==> src/rtl/gray_pkg.sv <==
// rtl/gray_pkg.sv - Width-agnostic binary/Gray conversion helpers shared by counter and converter.
package gray_pkg;

  localparam int GRAY_MAX_W = 32;

  typedef logic [GRAY_MAX_W-1:0] gray_word_t;

  // Callers zero-extend narrower values; zero upper bits leave the low bits exact.
  function automatic gray_word_t bin2gray(input gray_word_t b);
    return b ^ (b >> 1);
  endfunction

  function automatic gray_word_t gray2bin(input gray_word_t g);
    gray_word_t b;
    b[GRAY_MAX_W-1] = g[GRAY_MAX_W-1];
    for (int i = GRAY_MAX_W - 2; i >= 0; i--) begin
      b[i] = b[i+1] ^ g[i];
    end
    return b;
  endfunction

endpackage

==> src/rtl/gray_code_counter.sv <==
// rtl/gray_code_counter.sv - Up/down Gray counter with load, valid/ready output and wrap pulse.
module gray_code_counter
  import gray_pkg::*;
#(
  parameter int N = 4
) (
  input  logic         clk,
  input  logic         rst,
  input  logic         en,
  input  logic         up_dn,
  input  logic         load,
  input  logic [N-1:0] load_value,
  output logic [N-1:0] gray_value,
  output logic         out_valid,
  input  logic         out_ready,
  output logic         wrap
);

  logic [N-1:0] r_bin;
  logic [N-1:0] r_gray;
  logic         r_valid;
  logic         r_wrap;

  logic         w_step;
  logic         w_wrap_step;
  logic [N-1:0] w_next_bin;
  logic [N-1:0] w_next_gray;
  logic [N-1:0] w_load_bin;
  logic [N-1:0] w_load_gray;

  // A held value blocks stepping until it has been accepted downstream.
  assign w_step      = en && !load && (!r_valid || out_ready);
  assign w_next_bin  = up_dn ? (r_bin + N'(1)) : (r_bin - N'(1));
  assign w_wrap_step = up_dn ? (&r_bin) : ~(|r_bin);
  assign w_next_gray = N'(bin2gray(gray_word_t'(w_next_bin)));
  assign w_load_bin  = N'(gray2bin(gray_word_t'(load_value)));
  assign w_load_gray = N'(bin2gray(gray_word_t'(w_load_bin)));

  always_ff @(posedge clk) begin
    if (rst) begin
      r_bin   <= '0;
      r_gray  <= '0;
      r_valid <= 1'b0;
      r_wrap  <= 1'b0;
    end else if (load) begin
      r_bin   <= w_load_bin;
      r_gray  <= w_load_gray;
      r_valid <= 1'b1;
      r_wrap  <= 1'b0;
    end else if (w_step) begin
      r_bin   <= w_next_bin;
      r_gray  <= w_next_gray;
      r_valid <= 1'b1;
      r_wrap  <= w_wrap_step;
    end else begin
      r_wrap <= 1'b0;
      if (r_valid && out_ready) begin
        r_valid <= 1'b0;
      end
    end
  end

  assign gray_value = r_gray;
  assign out_valid  = r_valid;
  assign wrap       = r_wrap;

endmodule

==> config.mk <==
export PLATFORM = sky130hd
export DESIGN_NAME = gray_code_counter
export DESIGN_NICKNAME = d
export VERILOG_FILES = /design/src/rtl/gray_pkg.sv /design/src/rtl/gray_code_counter.sv
export SDC_FILE = /design/constraint.sdc
export NUM_CORES = 1
export LEC_CHECK = 0
export ABC_CLOCK_PERIOD_IN_PS = 1900
export CAP_MARGIN = 15
export CORE_UTILIZATION = 45
export CTS_CLUSTER_DIAMETER = 200
export DETAILED_ROUTE_END_ITERATION = 10
export GPL_ROUTABILITY_DRIVEN = 0
export PLACE_DENSITY = 0.75
export REMOVE_ABC_BUFFERS = 1
export SYNTH_ARGS = -nofsm -noshare
export SYNTH_HDL_FRONTEND = slang
export SYNTH_SLANG_ARGS = --single-unit
==> constraint.sdc <==
create_clock -name clk -period 1.9 [get_ports clk]
set_input_delay 0.38 -clock clk [delete_from_list [all_inputs] [get_ports clk]]
set_output_delay 0.38 -clock clk [all_outputs]
set_load 0.03 [all_outputs]
Word-level counts from Yosys, hierarchy flattened
Cells that the tools add are included.
W data, S select, Z words.

operators by class
  add/sub/neg operators = 2
  multipliers = 0
  divide/modulo/power cells = 0
  magnitude comparators = 0
  equality and inequality tests = 0
  shift-type cells = 0
  mux-type cells = 9
  bitwise logic cells = 7
  reduce and logical (&&, ||, !) cells = 11

operators by type and width
  cell                   number
  $mux W4                5
  $xor A4 B3 Y4          2
  $add A4 B1 Y4 const B  1
  $mux W1                4
  $reduce_and A4 Y1      1
  $reduce_or A4 Y1       1
  $sub A4 B1 Y4 const B  1
  $logic_and A1 B1 Y1    3
  $reduce_bool A3 Y1     1
  $reduce_or A3 Y1       1
  $xor A1 B1 Y1          3
  $logic_not A1 Y1       2
  $not A1 Y1             2
  $reduce_bool A2 Y1     1
  $logic_or A1 B1 Y1     1

storage, ports and cells
  bits in registers = 10
  latch bits = 0
  RAM bits = 0
  bits in read-only memories = 0
  bits of input ports = 10
  output and inout port bits = 6
  logic and storage cells = 33
  memories kept = 0

Logic depth before layout (Yosys ltp)
Gate-level depths: netlist of the first run.

  word-level depth = 5
  gate-level depth with buffers = 6
  gate-level depth less buffers = 6

Least setup slack after synthesis of the first run
No wires, ideal clock.

  path kind = reg2reg
  from = reg r_bin[0]
  to = reg r_gray[2] (netlist: gray_value[2])
  setup time = 0.074 ns
  data arrival time = 1.645 ns
  data required time = 1.826 ns
  slack = 0.181 ns
  cell stages (with the launch flop) = 6
  buffers on the path = 0
  clock period less this slack = 1.719 ns
  cell sequence = dfxtp_1 inv_1 fa_1 xnor2_2 xor3_1 o22ai_2

on the way
  cells in the longest elaborated chain, start to end = 5
  elaborated cells between the ends (all ways) = 6
  classes of those cells = add/sub: 2; mux: 3; bitwise: 1

ends and longest elaborated chain
  element                                                line                     RTL
  from (decl)                                            gray_code_counter.sv:19  logic [N-1:0] r_bin;
  from (signal assigned)                                 gray_code_counter.sv:46  r_bin <= w_load_bin;
  from (signal assigned)                                 gray_code_counter.sv:51  r_bin <= w_next_bin;
  $sub A4 B1 Y4 / $add A4 B1 Y4 (equally long branches)  gray_code_counter.sv:33  assign w_next_bin = up_dn ? (r_bin + N'(1)) : (r_bin - N'(1));
  $mux W4 *                                              gray_code_counter.sv:33
  $xor A4 B3 Y4 *                                        gray_pkg.sv:10           return b ^ (b >> 1);
  $mux W4 *                                              gray_code_counter.sv:50  end else if (w_step) begin
  $mux W4 *                                              gray_code_counter.sv:45  end else if (load) begin
  to (signal assigned)                                   gray_code_counter.sv:47  r_gray <= w_load_gray;
  to (signal assigned)                                   gray_code_counter.sv:52  r_gray <= w_next_gray;
  to (decl)                                              gray_code_counter.sv:20  logic [N-1:0] r_gray;

Mark *: on every way between the ends. The rest lies on a longest branch, timed or not. The select of a mux whose other input is x is not followed.
A chain may end at the register's enable or synchronous reset.

==> results.py, run 1 <==
metrics = {
    "pwr": {
        "powerDensity_nw_per_um2": 761,
        "power_w": 0.000623,
        "p_leak_nw": 0.350,
        "irDropWorstVdd_v": 0.000459,
    },
    "logic_synthesis": {
        "yosys_warnings": 0,
        "synth_edf_count": 0,
        "synthDistinctLibCells": 34,
        "ys_seq_area_frac": 0.294,
        "postSynthCellCount": 70,
        "synth_flop_cell": "dfxtp_1",
        "syn_area_sq_um": 612,
        "async_flop_share": 0,
        "syn-mean-instance-area_sq_um": 8.74,
        "synth_seq_cells": 9,
    },
    "global_routing": {
        "met1_usage": 0.297,
        "grt_pass1_vias": 524,
        "grt-busiest-layer": "met2",
        "antenna_found_initial": 0,
        "grt_util_met2": 0.338,
        "grt_start_max_net_pins": 10,
        "grt_usage": 0.227,
        "grt_pass1_wl_um": 2300,
        "gr-usage-met3": 0.0867,
        "grt-ovfl-total": 0,
    },
    "status": {
        "status": "finished, final reports clean",
    },
    "timing": {
        "finalMaxSlewViolations": 0,
        "worst_pin_slew_ns": 0.312,
        "hold_viol_final": 0,
        "min_period_ns": 1.78,
        "rsz0062_at_grt": "false",
        "relSlewSlack": 0.791,
        "holdWs_ns": 0.531,
        "period_share": 0.939,
        "fin_ws_ns": 0.115,
        "setup_viol": 0,
        "fmax_mhz": 560,
        "finClkSkew_ns": 0.00286,
    },
    "route": {
        "drt-total-wl_um": 1330,
        "dr.pass1.iters": 4,
        "vias_per_cell": 5.51,
        "wl_per_cell_um": 12.7,
        "drc": 0,
        "ant_nets": 0,
        "vias": 573,
        "drt_iter0_markers": 12,
    },
    "clock_tree": {
        "cts_sinks": 9,
        "clock_latency_ns": 0.27,
        "cts_tree": "done",
        "clk_path_buf_depth": 2,
        "cts_max_level": 1,
        "cts-root-buf": "clkbuf_4",
        "path_clk_slew_ns": 0.06,
        "numCtsBuffers": 3,
    },
    "setup_path": {
        "crit_family": "buffers and inverters",
        "worstPathMaxFanout": 5,
        "rr_worst_depth": 5,
        "path_cells": "clkdlybuf4s50_1",
        "cp.arrival_ns": 1.40,
        "slowest_stage": "clkdlybuf4s50_1",
        "cp.required_ns": 1.52,
        "startpoint_type": "flop",
        "critPathBufInv": 1,
        "cp-end-kind": "output pin",
        "cp.depth": 1,
        "slowest_delay_ns": 0.71,
        "critical_path_class": "reg2out",
    },
    "die": {
        "start_util": 0.516,
        "rows": 12,
        "die_w_um": 38.9,
        "dieArea_sq_um": 1510,
        "dieHeight_um": 38.9,
        "core_area_sq_um": 1190,
        "io_pins": 16,
    },
    "worst_hold_path": {
        "min_path_cells": 2,
        "hold_class": "reg2reg",
    },
    "layout": {
        "antenna_cells": 0,
        "postLayoutCoreUtil": 0.690,
        "nNetsFinal": 104,
        "fin_area_sq_um": 818,
        "final_layout_size_suffix_gt1_frac": 0.144,
        "syn2layout_area_growth_pct": 33.7,
    },
    "flow_run": {
        "drv_cap": 0,
    },
    "placement": {
        "dpl.hpwl_um": 1010,
        "place_ws_ns": -0.416,
        "io_buffers": 15,
        "place_area_sq_um": 793,
    },
}
[stage by stage]
step	std cells	TNS, ns
3_5_place_dp	100	-1.43
4_1_cts	104	0
6_report	104	0
2_1_floorplan	67	0
3_3_place_gp	100	-1.19
5_1_grt	104	0
[worst reg2reg max path, delay by kind of cell, from the launching register on]
| kind | cells | cell delay, ns |
|---|---|---|
| AOI/OAI and AO/OA | 1 | 0.11 |
| xor gates and xnor gates | 2 | 0.68 |
| adders and majority gates | 1 | 0.41 |
| buffers and inverters | 1 | 0.08 |
| DFF | 1 | 0.41 |
[synthesized netlist by cell type, drive strengths merged, types with 2 or more instances]
cell    instances  area share
a21oi           4       0.033
a31oi           3       0.031
and2            2       0.020
and3            2       0.023
buf             2       0.020
dfxtp           9        0.29
ha              2       0.041
inv             6       0.037
nand2           8       0.049
nand3           4       0.033
nor2            3       0.023
o211ai          2       0.025
xnor2           7        0.11
[state kept, by name (all words and copies together) (netlist names)]
register	flops
gray_value	3
out_valid	1
r_bin	4
wrap	1
[power by group]
part	internal (W)	switching [W]	total, W
sequential	0.000206	0.0000139	0.000220
clock	0.0000812	0.0000716	0.000153
combinational	0.000133	0.000116	0.000250
total	0.000421	0.000202	0.000623
[per-layer routing]
metal / up-vias / share of wire
met4: 0 / 0.0098
li1: 287 / -
met1: 260 / 0.49
met2: 22 / 0.43
met3: 4 / 0.061
met5: - / 0
[cells in the final DEF, fill, tap and decap left out, types with 2 or more instances in the layout]
cell type	count
buf_4	4
nand3_1	4
nand2_1	8
a21oi_1	4
ha_1	2
clkdlybuf4s50_1	14
inv_1	4
a31oi_1	3
inv_2	2
and2_1	2
dfxtp_1	9
nor2_1	2
o211ai_1	2
xnor2_1	6
clkbuf_4	3
[path summary, 6_finish.rpt]
check        slack (ns)     start       endpoint
max                0.12  r_bin[3]  gray_value[3]
min                0.53  r_bin[2]           wrap
max reg2reg        0.15  r_bin[1]  gray_value[2]
min reg2reg        0.53  r_bin[2]           wrap
[logic make-up (layout without fill, tap and decap cells)]
family	after synthesis	count (layout)	share of synthesized area
AO/OA/AOI/OAI	15	15	0.170
XOR/XNOR	9	9	0.188
adder cells (fa/ha/maj)	3	3	0.0736
buffers and inverters	9	29	0.0634
flip-flops	9	9	0.294
AND/OR/NAND/NOR	25	25	0.211
[layout make-up]
type / count / area, sq um
multi-input combinational: 52 / 393
fill: 102 / 368
sequential: 9 / 180
timing repair buffer: 19 / 179
clock buffer: 4 / 26.3
inverter: 6 / 22.5
tap: 14 / 17.5
[what timing repair did]
action | CTS | global route
buffers inserted | 0 | 0
setup endpoints to repair | 3 | 0
gates resized for setup | 1 | 0
hold buffers | 0 | 0
No activity file was read; power rests on OpenSTA's default activity.
==> run 2, diff against run 1 <==
Settings changed: ABC_AREA set to 0.
==> results of run 2 <==
No change in the layout: final DEF, timing and power equal those of run 1.
